### src/rtl/pi_readout.sv
// pi_readout: streams the captured sample buffer MSB-first to the Pi on synchronized pi_clk edges.
module pi_readout #(
  parameter int DEPTH       = 25000,
  parameter int ADDR_W      = 15,
  parameter int DATA_W      = 8,
  parameter int SYNC_STAGES = 2
) (
  input  logic              osc_clk,
  input  logic              reset,
  input  logic              buf_full,
  input  logic              pi_clk,
  input  logic              pi_done,
  input  logic [DATA_W-1:0] rd_data,
  output logic              rd_en,
  output logic [ADDR_W-1:0] rd_addr,
  output logic              capture_en,
  output logic              pi_signal_flag,
  output logic              pi_data
);
  localparam int BW = $clog2(DATA_W + 1);
  localparam logic [ADDR_W-1:0] LAST = ADDR_W'(DEPTH - 1);
  localparam logic [BW-1:0] LAST_BIT = BW'(DATA_W - 1);
  typedef enum logic [2:0] {IDLE, FETCH0, LOAD0, SHIFT, DRAIN} state_t;
  state_t state;
  logic [SYNC_STAGES-1:0] clk_sync, done_sync;
  logic clk_prev, done_prev, rd_pend, clk_rise, done_rise;
  logic [DATA_W-1:0] shift, hold;
  logic [BW-1:0] bit_cnt;
  logic [ADDR_W-1:0] byte_cnt;
  assign clk_rise  = clk_sync[SYNC_STAGES-1] & ~clk_prev;
  assign done_rise = done_sync[SYNC_STAGES-1] & ~done_prev;
  always_ff @(posedge osc_clk) begin
    if (reset) begin
      clk_sync  <= '0;
      done_sync <= '0;
      clk_prev  <= 1'b0;
      done_prev <= 1'b0;
    end else begin
      clk_sync  <= SYNC_STAGES'({clk_sync, pi_clk});
      done_sync <= SYNC_STAGES'({done_sync, pi_done});
      clk_prev  <= clk_sync[SYNC_STAGES-1];
      done_prev <= done_sync[SYNC_STAGES-1];
    end
  end
  always_ff @(posedge osc_clk) begin
    if (reset) begin
      state          <= IDLE;
      capture_en     <= 1'b1;
      pi_signal_flag <= 1'b0;
      pi_data        <= 1'b0;
      rd_en          <= 1'b0;
      rd_addr        <= '0;
      rd_pend        <= 1'b0;
      shift          <= '0;
      hold           <= '0;
      bit_cnt        <= '0;
      byte_cnt       <= '0;
    end else begin
      rd_pend <= rd_en;
      rd_en   <= 1'b0;
      if (rd_pend) hold <= rd_data;
      // pi_done outranks a coincident pi_clk rise
      if ((state == SHIFT || state == DRAIN) && done_rise) begin
        state          <= IDLE;
        capture_en     <= 1'b1;
        pi_signal_flag <= 1'b0;
        pi_data        <= 1'b0;
        rd_addr        <= '0;
        shift          <= '0;
        bit_cnt        <= '0;
        byte_cnt       <= '0;
      end else begin
        case (state)
          IDLE: if (buf_full) begin
            state      <= FETCH0;
            capture_en <= 1'b0;
            rd_en      <= 1'b1;
            rd_addr    <= '0;
          end
          FETCH0: state <= LOAD0;
          LOAD0: begin
            shift          <= rd_data;
            pi_data        <= rd_data[DATA_W-1];
            pi_signal_flag <= 1'b1;
            rd_en          <= DEPTH > 1;
            rd_addr        <= ADDR_W'(DEPTH > 1);
            state          <= SHIFT;
          end
          SHIFT: if (clk_rise) begin
            if (bit_cnt != LAST_BIT) begin
              shift   <= shift << 1;
              pi_data <= shift[DATA_W-2];
              bit_cnt <= bit_cnt + 1'b1;
            end else if (byte_cnt == LAST) begin
              state   <= DRAIN;
              pi_data <= 1'b0;
              shift   <= '0;
              bit_cnt <= '0;
            end else begin
              // seamless byte boundary: the prefetched byte is already in hold
              shift    <= hold;
              pi_data  <= hold[DATA_W-1];
              bit_cnt  <= '0;
              byte_cnt <= byte_cnt + 1'b1;
              if (rd_addr != LAST) begin
                rd_en   <= 1'b1;
                rd_addr <= rd_addr + 1'b1;
              end
            end
          end
          default: ;
        endcase
      end
    end
  end
endmodule

### config.mk
export PLATFORM = sky130hd
export DESIGN_NAME = pi_readout
export DESIGN_NICKNAME = d
export VERILOG_FILES = /design/src/rtl/pi_readout.sv
export SDC_FILE = /design/constraint.sdc
export NUM_CORES = 1
export LEC_CHECK = 0
export CAP_MARGIN = 20
export CORE_UTILIZATION = 60
export CTS_CLUSTER_SIZE = 40
export DETAILED_ROUTE_END_ITERATION = 12
export PLACE_DENSITY = 0.82
export SYNTH_ARGS = -nofsm -noshare
export SYNTH_HDL_FRONTEND = slang
export SYNTH_SLANG_ARGS = --single-unit
### constraint.sdc
create_clock -name osc_clk -period 3.16 [get_ports osc_clk]
set_clock_uncertainty 0.05 [all_clocks]
set_input_delay 0.474 -clock osc_clk [delete_from_list [all_inputs] [get_ports osc_clk]]
set_output_delay 0.474 -clock osc_clk [all_outputs]
set_load 0.005 [all_outputs]
==> results of run 1 <==
-- state kept, by name, summed over array words and instances, names as in the netlist, 2 cells and up --
| signal | count |
|---|---|
| bit_cnt | 4 |
| rd_addr | 15 |
| clk_sync | 2 |
| state | 3 |
| shift | 7 |
| done_sync | 2 |
| byte_cnt | 15 |
| hold | 8 |
-- area by class of cell --
cell class                 count  area share
multi-input combinational    247       0.448
sequential                    63       0.371
timing repair buffer          37       0.105
clock buffer                  11      0.0416
tap                           52      0.0191
inverter                       8     0.00884
clock inverter                 4     0.00663
-- routing by layer --
metal | vias to the layer above | global-route usage
li1 | 1298 | -
met1 | 1235 | 0.382
met2 | 76 | 0.415
met3 | 12 | 0.0422
met4 | 0 | 0.107
met5 | - | 0
-- where the power goes --
group          internal [uW]  total, uW  switching, uW
registers                819        841           21.4
logic                   58.2        123           64.5
clock network            297        591            294
-- path summary, 6_finish.rpt --
| check | start | end | slack, ns | cells past startpoint |
|---|---|---|---|---|
| worst max-delay path | state[1] | rd_addr[10] | 0.80 | 6 |
| worst min-delay path | done_sync[0] | done_sync[1] | 0.40 | 1 |
| worst max register to register | state[1] | rd_addr[10] | 0.80 | 6 |
| worst min register to register | done_sync[0] | done_sync[1] | 0.40 | 1 |
-- cells in the mapped netlist (3+ instances only) --
cell	instances	share of area
dfxtp_1	63	0.44
nand2_1	32	0.042
a21oi_1	27	0.047
nor2_1	26	0.034
o21ai_0	23	0.040
nand4_1	13	0.028
or3_1	13	0.028
clkbuf_1	11	0.014
nand3_1	10	0.017
a22oi_1	9	0.023
a31oi_1	9	0.020
mux2i_1	9	0.031
nor2b_1	9	0.020
inv_1	8	0.010
buf_2	6	0.010
xor2_1	6	0.018
and2_1	4	0.0087
and3_1	4	0.0087
nor4bb_1	4	0.014
o2111ai_1	4	0.012
or2_2	4	0.0087
or4_1	4	0.010
a2111o_1	3	0.012
ha_1	3	0.013
nand2b_1	3	0.0065
nor3_1	3	0.0052
o211ai_1	3	0.0078
o31ai_1	3	0.0078
-- logic make-up after synthesis --
logic type               Yosys count  share of synthesized area
XOR/XNOR                           7                     0.0212
flip-flops                        63                      0.437
AND/OR/NAND/NOR                  137                      0.260
multiplexers                       9                     0.0312
buffers and inverters             25                     0.0351
AO/OA/AOI/OAI                     91                      0.202
adder cells (fa/ha/maj)            3                     0.0130
-- stage by stage --
step / cell area (um2) / std cells / hold slack [ns] / utilization
2_1_floorplan: 2890 / 335 / 0.364 / -
3_3_place_gp: 3230 / 407 / 0.370 / 0.723
3_5_place_dp: 3230 / 407 / 0.388 / 0.723
4_1_cts: 3400 / 422 / 0.403 / 0.760
5_1_grt: 3400 / 422 / 0.430 / 0.760
6_report: 3400 / 422 / 0.396 / 0.760
==> flow_summary.toml, run 1 <==
[final_layout]
multiInputGateArea_um2 = 1520
drive_above_1_share = 0.0784
fillCellCount = 326
layout_commonest_cell = "dfxtp_1"
mostFrequentLayoutCells = "dfxtp_1, nand2_1, clkdlybuf4s50_1"
layout.area.seq_um2 = 1260
final_nets = 382
n_antenna_cell = 0
syn_to_final_growth_pct = 17.8

[synth]
yosys_warnings = 0
ys_types = 44
ys_seq_elements = 63
synth_edf_count = 0
synth.avg_cell_area_um2 = 8.61
synth_ff_type = "dfxtp_1"
synth.cell_area_um2 = 2890
seq_area_frac_synth = 0.437
synth_cells = 335
syn_nets = 351
ys_async_sr_fraction = 0

[cts]
numCtsBuffers = 9
ctsRootBufferMaster = "clkbuf_8"
cts_buffer_depth = 2
cts_tree = "done"
cts_hold_buf = 0
cts_num_sinks = 63
cts_resized = 0
clkLatencyLatePin_ns = 0.33
path_clk_slew_ns = 0.07
postCtsSetupBuffers = 0
htree_levels = 3

[pwr]
vdd_drop_max_uv = 349
powerDensity_nw_per_um2 = 457
leakagePower_uw = 0.00117
power_uw = 1550

[routing]
met1_length_um = 3050
wl_met3_um = 261
wl_met2_um = 2870
finalWirelength_um = 6300
via_per_inst = 6.21
dr.max_layer_used = "met4"
routedWlPerCell_um = 14.9
drc = 0
drt_iter0_markers = 200
via_count = 2621
drtAntennaViolNets = 0
drt-pass1-iter-count = 6

[critical_path]
worstPathArrival_ns = 2.56
crit_required_ns = 3.37
start_kind = "flop"
worstPathCellList = "nand3b_4 > nor3_4 > nand3_1 > buf_4 > or4_1 > a21oi_1"
slowest_delay_ns = 0.54
crit_type = "reg2reg"
cpMaxStageDelayCell = "dfxtp_1"
crit_buf_inv = 1
crit_path_end_kind = "flop"
cp_top_family = "simple AND/OR/NAND/NOR gates"
cp_max_fo = 20

[placement]
routabilityCongestion = 0.869
dpl.hpwl_um = 4280
io_buffer_count = 31
dp_slack_ns = 0.835

[run_status]
status = "finished, final reports clean"

[timing]
drv_slew = 0
final_hold_viol_count = 0
rsz0062_at_grt = "false"
setup_tns_ns = 0
setup_viol = 0
relSlewSlack = 0.298
layout_setup_ws_ns = 0.803
fin_crit_sh = 0.746
worstMarginPinSlew_ns = 1.05
max_freq_ghz = 0.424
period_minus_slack_ns = 2.36

[die]
start_util = 0.645
ios = 32
die_h_um = 71.3
rows = 24
die_w_um = 71.3
die_area_um2 = 5090
coreArea_um2 = 4470

[global_routing]
grt_max_degree = 26
grt_pass1_wl_um = 11000
gr-total-overflow = 0
grt_antenna_before_repair = 0
grtUsageTotal = 0.270
grt_pass1_vias = 2414

[worst_hold_path]
hp-class = "reg2reg"

[run]
maxCapViolations = 0
Power figures use the tool's default switching activity.
==> inputs of run 2 (changes only) <==
--- a/config.mk
+++ b/config.mk
@@ -6,10 +6,10 @@
 export NUM_CORES = 1
 export LEC_CHECK = 0
 export CAP_MARGIN = 20
-export CORE_UTILIZATION = 60
+export CORE_UTILIZATION = 56
 export CTS_CLUSTER_SIZE = 40
 export DETAILED_ROUTE_END_ITERATION = 12
-export PLACE_DENSITY = 0.82
+export PLACE_DENSITY = 0.77
 export SYNTH_ARGS = -nofsm -noshare
 export SYNTH_HDL_FRONTEND = slang
 export SYNTH_SLANG_ARGS = --single-unit
==> constraint.sdc (replaced) <==
create_clock -name osc_clk -period 2.5 [get_ports osc_clk]
set_clock_uncertainty 0.05 [all_clocks]
set_input_delay 0.375 -clock osc_clk [delete_from_list [all_inputs] [get_ports osc_clk]]
set_output_delay 0.375 -clock osc_clk [all_outputs]
set_load 0.005 [all_outputs]
==> run 2 against run 1 <==
  * Sequential share of layout area is 1.0 points lower
  * Total power is 38% higher
  * Worst setup slack worse by 0.40 ns
  * Critical path depth is 1 higher
  * Die area is 6.9% higher
  * Core utilization is 3.9 points lower
  * Non-clock buffer count is 4 higher
  * Cell area is 2.8% higher
  * Combinational power is 31% higher
  * Routed wire length is 1.7% higher
  * Highest routed layer unchanged
==> flow_summary.toml, run 2 (synthesis gave the netlist of run 1 again) <==
[critical_path]
crit_type = "reg2reg"
cp_top_family = "simple AND/OR/NAND/NOR gates"
rr_worst_depth = 7
cp_max_fo = 11
regToRegEndpoint = "rd_addr[6]"
slowest_delay_ns = 0.37
crit_path_end_kind = "flop"
worstPathArrival_ns = 2.32
worstPathCellList = "ha_1 > nand3b_1 > nor3_4 > nand3_1 > buf_4 > or3_1 > a21oi_1"
r2r_start = "bit_cnt[0]"
crit_required_ns = 2.73
rrSetupSlack_ns = 0.40
cpMaxStageDelayCell = "dfxtp_1"
crit_buf_inv = 1
start_kind = "flop"

[cts]
htree_levels = 3
cts_resized = 0
cts_hold_buf = 0
numCtsBuffers = 9
cts_buffer_depth = 2
ctsRootBufferMaster = "clkbuf_8"
clkLatencyLatePin_ns = 0.34
postCtsSetupBuffers = 0
path_clk_slew_ns = 0.07
cts_tree = "done"
cts_num_sinks = 63

[pwr]
leakagePower_uw = 0.00122
power_uw = 2150
powerDensity_nw_per_um2 = 615
vdd_drop_max_uv = 430

[final_layout]
mostFrequentLayoutCells = "dfxtp_1, nand2_1, clkdlybuf4s50_1"
reg.largest.list = "byte_cnt (15), rd_addr (15), hold (8)"
n_antenna_cell = 0
final_nets = 386
drive_above_1_share = 0.0907
layout_commonest_cell = "dfxtp_1"
multiInputGateArea_um2 = 1520
syn_to_final_growth_pct = 21.0
fillCellCount = 397
layout.area.seq_um2 = 1260

[timing]
fin_crit_sh = 0.839
max_freq_ghz = 0.477
rsz0062_at_grt = "false"
setup_tns_ns = 0
layout_setup_ws_ns = 0.403
worstMarginPinSlew_ns = 0.651
relSlewSlack = 0.563
final_hold_viol_count = 0
drv_slew = 0
period_minus_slack_ns = 2.10
setup_viol = 0

[worst_hold_path]
hold_depth = 1
hp-start = "clk_sync[0]"
hp-class = "reg2reg"
hold_path_end = "clk_sync[1]"

[routing]
via_per_inst = 5.86
via_count = 2592
drtAntennaViolNets = 0
routedWlPerCell_um = 14.5
drc = 0
drt-pass1-iter-count = 4
drt_iter0_markers = 167
finalWirelength_um = 6410

[placement]
routabilityCongestion = 0.888
dpl.hpwl_um = 4430
dp_slack_ns = 0.337
io_buffer_count = 31

[global_routing]
gr-total-overflow = 0
grt_antenna_before_repair = 0
grtUsageTotal = 0.260
grt_pass1_vias = 2375
grt_pass1_wl_um = 10700
grt_max_degree = 26

[die]
ios = 32
die_area_um2 = 5440
rows = 25
die_w_um = 73.8
coreArea_um2 = 4850
start_util = 0.595
die_h_um = 73.8

[run]
maxCapViolations = 0

[run_status]
status = "finished, final reports clean"
-- run 2: cell types whose count changed in the layout (fill, tap and decap cells not counted) --
cell and delta:
clkinv_2 -1, bufinv_16 +1, clkinvlp_4 -1, buf_4 +4, clkbuf_8 +2
-- run 2: final cells by class --
type	instances	area share
Tap cell	67	0.0240
Inverter	8	0.00860
Timing Repair Buffer	41	0.110
Clock buffer	13	0.0484
Clock inverter	3	0.0115
Sequential cell	63	0.361
Multi-Input combinational cell	247	0.436
-- run 2: through the flow --
step / util / std cells / area, um2 / hold WS, ns
global route: 0.720 / 442 / 3490 / 0.416
global placement: 0.677 / 426 / 3280 / 0.369
detailed placement: 0.677 / 426 / 3280 / 0.381
CTS: 0.720 / 442 / 3490 / 0.400
finish: 0.720 / 442 / 3490 / 0.392
floorplan: - / 335 / 2890 / 0.364
-- run 2: power by group --
group | switching [uW] | internal, uW
clock network | 383 | 539
registers | 27.5 | 1040
logic | 83.8 | 77.3
-- run 2: layer usage --
metal	track usage	part of all wire
met5	0	0
met2	0.403	0.46
met3	0.0494	0.039
met4	0.132	0.018
met1	0.346	0.48
-- run 2: worst max path at each step --
stage                     cells past startpoint   startpoint  slack [ns]      endpoint
after floorplan                               7  byte_cnt[0]        0.54   rd_addr[13]
after global placement                        5     buf_full        0.38    rd_addr[5]
after detailed placement                      5     buf_full        0.34    rd_addr[5]
after CTS                                     7  byte_cnt[0]        0.42  byte_cnt[12]
after global routing                          7  byte_cnt[0]        0.25  byte_cnt[12]
final                                         7   bit_cnt[0]        0.40    rd_addr[6]
